## src/rtl/avalon_st_skid_bridge.sv

```systemverilog
// rtl/avalon_st_skid_bridge.sv - registered Avalon-ST bridge with skid buffer, framing check and packet counter
module avalon_st_skid_bridge #(
    parameter int DATA_WIDTH  = 32,
    parameter int EMPTY_WIDTH = 2
) (
    input  logic                   clk,
    input  logic                   reset_n,
    input  logic                   in_valid,
    output logic                   in_ready,
    input  logic [DATA_WIDTH-1:0]  in_data,
    input  logic                   in_startofpacket,
    input  logic                   in_endofpacket,
    input  logic [EMPTY_WIDTH-1:0] in_empty,
    output logic                   out_valid,
    input  logic                   out_ready,
    output logic [DATA_WIDTH-1:0]  out_data,
    output logic                   out_startofpacket,
    output logic                   out_endofpacket,
    output logic [EMPTY_WIDTH-1:0] out_empty,
    input  logic                   clr_stat,
    output logic [15:0]            pkt_count,
    output logic                   err_framing
);

    // Beat layout: {data, sop, eop, empty}
    localparam int BW = DATA_WIDTH + EMPTY_WIDTH + 2;

    logic [BW-1:0] in_beat;
    logic [BW-1:0] out_beat, out_beat_n;
    logic [BW-1:0] skid_beat, skid_beat_n;
    logic          out_valid_r, out_valid_n;
    logic          skid_valid, skid_valid_n;
    logic          in_ready_r;
    logic          in_fire, out_fire, out_free;
    logic          in_packet;
    logic          framing_bad;

    // Empty is only meaningful on the end-of-packet beat, so it is cleaned on entry
    assign in_beat = {in_data, in_startofpacket, in_endofpacket,
                      in_endofpacket ? in_empty : {EMPTY_WIDTH{1'b0}}};

    assign in_fire  = in_valid && in_ready_r;
    assign out_fire = out_valid_r && out_ready;
    assign out_free = !out_valid_r || out_ready;

    assign in_ready  = in_ready_r;
    assign out_valid = out_valid_r;
    assign {out_data, out_startofpacket, out_endofpacket, out_empty} = out_beat;

    // Next-state of the two storage stages; SKID always refills OUT before a newer beat
    always_comb begin
        out_valid_n  = out_valid_r;
        out_beat_n   = out_beat;
        skid_valid_n = skid_valid;
        skid_beat_n  = skid_beat;
        if (out_free) begin
            if (skid_valid) begin
                out_beat_n   = skid_beat;
                out_valid_n  = 1'b1;
                skid_valid_n = in_fire;
                if (in_fire) begin
                    skid_beat_n = in_beat;
                end
            end else if (in_fire) begin
                out_beat_n  = in_beat;
                out_valid_n = 1'b1;
            end else begin
                out_valid_n = 1'b0;
            end
        end else if (in_fire) begin
            skid_beat_n  = in_beat;
            skid_valid_n = 1'b1;
        end
    end

    // Register the data path; in_ready is the registered complement of next SKID occupancy
    always_ff @(posedge clk or negedge reset_n) begin
        if (!reset_n) begin
            out_valid_r <= 1'b0;
            out_beat    <= '0;
            skid_valid  <= 1'b0;
            skid_beat   <= '0;
            in_ready_r  <= 1'b0;
        end else begin
            out_valid_r <= out_valid_n;
            out_beat    <= out_beat_n;
            skid_valid  <= skid_valid_n;
            skid_beat   <= skid_beat_n;
            in_ready_r  <= !skid_valid_n;
        end
    end

    // A sop inside a packet, or a continuation beat outside one, is a framing error
    assign framing_bad = in_fire && (in_startofpacket ? in_packet : !in_packet);

    // Track packet state on accepted input beats; eop wins so sop+eop leaves it closed
    always_ff @(posedge clk or negedge reset_n) begin
        if (!reset_n) begin
            in_packet <= 1'b0;
        end else if (in_fire) begin
            if (in_endofpacket) begin
                in_packet <= 1'b0;
            end else if (in_startofpacket) begin
                in_packet <= 1'b1;
            end
        end
    end

    // Statistics: clear has priority over a same-cycle increment or error
    always_ff @(posedge clk or negedge reset_n) begin
        if (!reset_n) begin
            pkt_count   <= 16'd0;
            err_framing <= 1'b0;
        end else if (clr_stat) begin
            pkt_count   <= 16'd0;
            err_framing <= 1'b0;
        end else begin
            if (out_fire && out_endofpacket) begin
                pkt_count <= pkt_count + 16'd1;
            end
            if (framing_bad) begin
                err_framing <= 1'b1;
            end
        end
    end

endmodule

```

## config.mk

```make
export PLATFORM = sky130hd
export DESIGN_NAME = avalon_st_skid_bridge
export DESIGN_NICKNAME = d
export VERILOG_FILES = /design/src/rtl/avalon_st_skid_bridge.sv
export SDC_FILE = /design/constraint.sdc
export NUM_CORES = 1
export LEC_CHECK = 0
export ABC_CLOCK_PERIOD_IN_PS = 2350
export CORE_MARGIN = 2
export CORE_UTILIZATION = 25
export DETAILED_ROUTE_END_ITERATION = 10
export GPL_TIMING_DRIVEN = 1
export PLACE_DENSITY_LB_ADDON = 0.3
export SYNTH_ARGS = -nofsm -noshare
export SYNTH_HDL_FRONTEND = slang
export SYNTH_SLANG_ARGS = --single-unit
```

## constraint.sdc

```tcl
create_clock -name clk -period 2.35 [get_ports clk]
set_input_delay 0.235 -clock clk [delete_from_list [all_inputs] [get_ports clk]]
set_output_delay 0.235 -clock clk [all_outputs]
set_load 0.005 [all_outputs]
```

# After elaboration in Yosys (flattened, before gate mapping)
# Index checks and enable logic that the tools add are counted.
dict set report word_totals {
  out_inout_bits 55
  wordCells 42
  reg_bits 93
}
dict set report op_classes {
  addsub 1
  reduce_logical 14
  mux 18
  eq_ne 1
}
# cell count
set ops {}
lappend ops {{36-bit 2-to-1 mux} 5}
lappend ops {{16-bit 2-to-1 mux} 2}
lappend ops {{16-bit by 1-bit adder with 16-bit output, second input constant} 1}
lappend ops {{1-bit 2-to-1 mux} 10}
lappend ops {{2-bit nonzero test} 4}
lappend ops {{1-bit logical AND} 4}
lappend ops {{2-bit AND reduction} 2}
lappend ops {{1-bit zero test} 3}
lappend ops {{2-bit 2-to-1 mux} 1}
lappend ops {{2-bit inequality test, second input constant} 1}
lappend ops {{1-bit logical OR} 1}

# Logic depth before layout (Yosys ltp)
dict set report logic_depth {
  depth_word 5
  mapped_depth 7
  depth_no_buf 5
}

# Worst setup path before layout
# No wires, ideal clock.
dict set report synth_timing {
  path_kind {flip-flop to flip-flop}
  start {register pkt_count[0]}
  end {register pkt_count[12]}
  setup_time_ns 0.132
  stages_incl_launch_ff 6
  slack_ns 0.558
  t_arrival_ns 1.660
  t_required_ns 2.218
  path_buffers 0
  cell_sequence {dfrtp_1 ha_1 nand4_1 or4_2 o21ai_0 a21oi_1}
}
dict set report synth_between {
  elab_chain_cells 3
}
# item line_no
set synth_rtl {}
lappend synth_rtl {{start, declared} 21} ;# output logic [15:0] pkt_count,
lappend synth_rtl {{start signal, assigned} 119} ;# pkt_count <= pkt_count + 16'd1;
lappend synth_rtl {{16-bit by 1-bit adder with 16-bit output} 119}
lappend synth_rtl {{16-bit 2-to-1 mux} 118} ;# if (out_fire && out_endofpacket) begin
lappend synth_rtl {{16-bit 2-to-1 mux} 114} ;# end else if (clr_stat) begin
# Every way passes these cells. The select of a mux whose other input is x is not followed.
# A chain may end at the register's enable or synchronous reset.

# Worst setup path after layout
dict set report layout_timing {
  start {register out_beat[2]}
  end {register pkt_count[15]}
}
dict set report layout_between {
  elab_chain_cells 2
}
# item line_no
set layout_rtl {}
lappend layout_rtl {{start, declared} 29} ;# logic [BW-1:0] out_beat, out_beat_n;
lappend layout_rtl {{start signal, assigned} 86} ;# out_beat <= out_beat_n;
lappend layout_rtl {{1-bit logical AND} 118}
lappend layout_rtl {{2-bit nonzero test (no source line)} --}
# Every way passes these cells.

==> qor_table.md <==
| Item | This run | Unit |
| --- | --- | --- |
| Post-Synthesis Cell Area | 3950 | sq um |
| Number of endpoints failing setup at the final stage | 0 | - |
| Final GP Congestion | 0.7643 | - |
| Clock tree sinks | 93 | - |
| Max-Slew Margin vs Limit | 55.49 | % |
| Startpoint Class | flop | - |
| Maximum clock path buffer count | 2 | - |
| Clk slew on worst S/H paths | 0.06 | ns |
| Routed wire length per instance | 13.79 | um |
| Routed WL | 9003 | um |
| Setup Crit Path Kind | reg -> reg | - |
| Final hold vios | 0 | - |
| Initial antenna violation count | 0 | - |
| Crit path capture type | flop | - |
| Syn_nets | 385 | - |
| Number of warnings issued by yosys | 0 | - |
| WP data required | 2.60 | ns |
| TritonCTS clock tree | yes | - |
| Setup TNS | 0 | ns |
| Fraction of power spent switching nets | 30.16 | % |
| Final period utilization | 80.32 | % |
| Endpoint arrival time on the critical path | 2.14 | ns |
| Number of placement rows | 45 | - |
| Setup Fix Bufs, Post-CTS | 0 | - |
| Reg power frac | 40.2 | % |
| Total power divided by cell area | 1188 | nW/um^2 |
| Net load switching power | 1.980 | mW |
| Antenna diode count | 0 | - |
| Share of final-layout standard cells stronger than drive strength 1 | 14.48 | % |
| Synthesized netlist cell count | 343 | - |
| Vias in the first global route | 2967 | - |
| Clock network fraction of total power | 23.7 | % |
| Fin util | 36.10 | % |
| Maximum VDD drop | 0.7054 | mV |
| Worst Max-Slew Pin Slew | 0.6676 | ns |
| Critical path peak fanout | 5 | - |
| Initial Utilization | 25.79 | % |
| DRC Markers | 0 | - |
| Congestion Overflow GR | 0 | - |
| Maximum number of pins on one net before global-route repair | 73 | - |
| Cell type with the highest aggregate area in the netlist | sky130_fd_sc_hd__dfrtp_1 | - |
| Root Driver | sky130_fd_sc_hd__clkbuf_16 | - |
| Layout net count | 479 | - |
| Port buffer count | 95 | - |
| Area added between synthesis and finish | 39.97 | % |
| Final worst clock skew | 0.004130 | ns |
| Cell internal power dissipation | 4.586 | mW |
| Area share of the leading cell type in the synthesized netlist | 58.92 | % |
| Later-pin clock latency in the skew report | 0.34 | ns |
| Result of the run | finished clean | - |
| Top achievable clock speed | 529.8 | MHz |
| H-tree lvl count | 3 | - |
| Final count of pins violating max slew | 0 | - |
| Number of DRC markers after the initial detailed-route iteration | 121 | - |
| Total global routing track utilization | 11.35 | % |
| Min cycle time layout | 1.888 | ns |
| Number of iterations in the first detailed-routing pass | 4 | - |
| Ratio of routed vias to standard cells | 4.372 | - |
| Total I/O pin count | 96 | - |
| Sequential fraction of the synthesis area | 58.92 | % |
| Final WS setup | 0.4625 | ns |
| Chip width | 129.7 | um |
| Number of vias after detailed routing | 2855 | - |
| Setup repair after global routing missed its margin | false | - |
| Relative contribution of combinational cells to total power | 36.0 | % |
| Y dimension of the die | 129.7 | um |
| Number of max-cap violations | 0 | - |
| Leakage power total | 2.268 | nW |
| Flip-flop and latch count after synthesis | 93 | - |
| Number of routed nets with antenna violations | 0 | - |
| Post-detail-place hpwl | 6047 | um |
| Hold Crit Class | in -> async | - |
| Synth Area per Inst | 11.52 | sq um |
| Wire length of the first global-routing pass | 14740 | um |
| Main area contributors after synthesis | sky130_fd_sc_hd__dfrtp_1 59%, sky130_fd_sc_hd__mux2_2 9.7%, sky130_fd_sc_hd__mux2i_1 8.6% | - |
| Commonest cells after routing, fill and taps aside | 94 x sky130_fd_sc_hd__clkdlybuf4s50_1, 92 x sky130_fd_sc_hd__dfrtp_1, 51 x sky130_fd_sc_hd__nand2_1, 43 x sky130_fd_sc_hd__o21ai_0 | - |
| Area of the die | 16820 | sq um |
| Number of buffers created by CTS | 9 | - |
| Post-placement setup slack | 0.1660 | ns |
| Placeable core region | 15310 | sq um |
| Count of distinct cell types in the synthesized netlist | 29 | - |
| Most frequent standard cell in the layout excluding fill and tap cells | sky130_fd_sc_hd__clkdlybuf4s50_1 | - |
==> cells by family after synthesis <==
logic type / Yosys count / synth area share (%)
adders and majority gates: 1 / 0.3167
DFF: 93 / 58.92
muxes: 68 / 18.31
AOI/OAI and AO/OA: 57 / 7.222
and+or+nand+nor: 91 / 10.61
buffers and inverters: 22 / 2.185
xor gates and xnor gates: 11 / 2.439
==> registers in the layout (all words and copies together), names as in the netlist <==
name,cells
pkt_count,16
out_beat,36
err_framing,1
out_valid,1
skid_valid,1
in_packet,1
in_ready,1
skid_beat,36
==> power by group through the flow <==
stage / clock (mW) / combinational (mW) / sequential, mW
finish: 1.56 / 2.37 / 2.64
global route: 1.70 / 2.63 / 2.73
CTS: 1.63 / 2.44 / 2.65
detailed placement: 0 / 2.43 / 2.68
global placement: 0 / 2.37 / 2.64
floorplan: 0 / 1.29 / 2.60
==> path summary, 6_finish.rpt <==
kind	startpoint	endpoint	slack, ns	depth (start not counted)
max reg2reg	out_beat[2]$_DFFE_PN0P_	pkt_count[15]$_DFFE_PN0P_	0.46	4
max in group asynchronous	reset_n	skid_beat[13]$_DFFE_PN0P_	1.22	3
min reg2reg	out_beat[0]$_DFFE_PN0P_	out_beat[0]$_DFFE_PN0P_	0.48	2
min	reset_n	skid_beat[33]$_DFFE_PN0P_	0.46	2
max	out_beat[2]$_DFFE_PN0P_	pkt_count[15]$_DFFE_PN0P_	0.46	4
min in group clk	out_beat[0]$_DFFE_PN0P_	out_beat[0]$_DFFE_PN0P_	0.48	2
==> routing by layer <==
layer  track usage, %  up-vias  share of wire (%)
li1                 -     1372                  -
met1            13.56     1397                 44
met2            18.54       78                 49
met3            4.674        8                6.1
met4            3.922        0               0.91
met5                0        -                  0
==> worst max-delay path, cell delays in order, from the launching register on <==
cell                      delay, ns
sky130_fd_sc_hd__dfrtp_1       0.47
sky130_fd_sc_hd__nand3_1       0.21
sky130_fd_sc_hd__or4_4         0.60
sky130_fd_sc_hd__or3_1         0.37
sky130_fd_sc_hd__a21oi_1       0.15
==> cell type report <==
class	count	area, sq um
fill	1549	9786
sequential	93	2328
multi-input combinational	228	1559
timing repair buffer	102	1041
tap	211	264.0
clock buffer	10	239.0
clock inverter	6	86.33
inverter	3	11.26
==> synthesized netlist by cell type <==
master and n:
sky130_fd_sc_hd__dfrtp_1 93, sky130_fd_sc_hd__nand2_1 51, sky130_fd_sc_hd__o21ai_0 44, sky130_fd_sc_hd__mux2_2 34, sky130_fd_sc_hd__mux2i_1 34, sky130_fd_sc_hd__clkbuf_1 15, sky130_fd_sc_hd__nor2_1 14, sky130_fd_sc_hd__a21oi_1 12
sky130_fd_sc_hd__xnor2_1 7, sky130_fd_sc_hd__or3_1 4, sky130_fd_sc_hd__xor2_1 4, sky130_fd_sc_hd__buf_2 3, sky130_fd_sc_hd__inv_1 3, sky130_fd_sc_hd__nand3_1 3, sky130_fd_sc_hd__nand4_1 3, sky130_fd_sc_hd__nor3_1 3
sky130_fd_sc_hd__and3_1 2, sky130_fd_sc_hd__nand4b_1 2, sky130_fd_sc_hd__nor4_1 2, sky130_fd_sc_hd__and2_1 1, sky130_fd_sc_hd__buf_1 1, sky130_fd_sc_hd__ha_1 1, sky130_fd_sc_hd__nand2b_1 1, sky130_fd_sc_hd__nand4_2 1
sky130_fd_sc_hd__nor2b_1 1, sky130_fd_sc_hd__o21ai_1 1, sky130_fd_sc_hd__or3_2 1, sky130_fd_sc_hd__or4_2 1, sky130_fd_sc_hd__or4_4 1
==> repair_timing <==
action,in CTS,in global routing
hold buffers,1,0
endpoints found under the hold margin,49,0
resized for setup,0,0
==> through the flow <==
stage / instances / instance area [sq um] / power (mW) / hold slack (ns)
floorplan: 343 / 3950 / 3.900 / -0.06059
global placement: 636 / 5194 / 5.014 / 0.3169
detailed placement: 636 / 5194 / 5.106 / 0.3176
CTS: 653 / 5529 / 6.721 / 0.4782
global route: 653 / 5529 / 7.063 / 0.4823
finish: 653 / 5529 / 6.566 / 0.4644
Note: power is estimated with default switching activity, not from simulation.
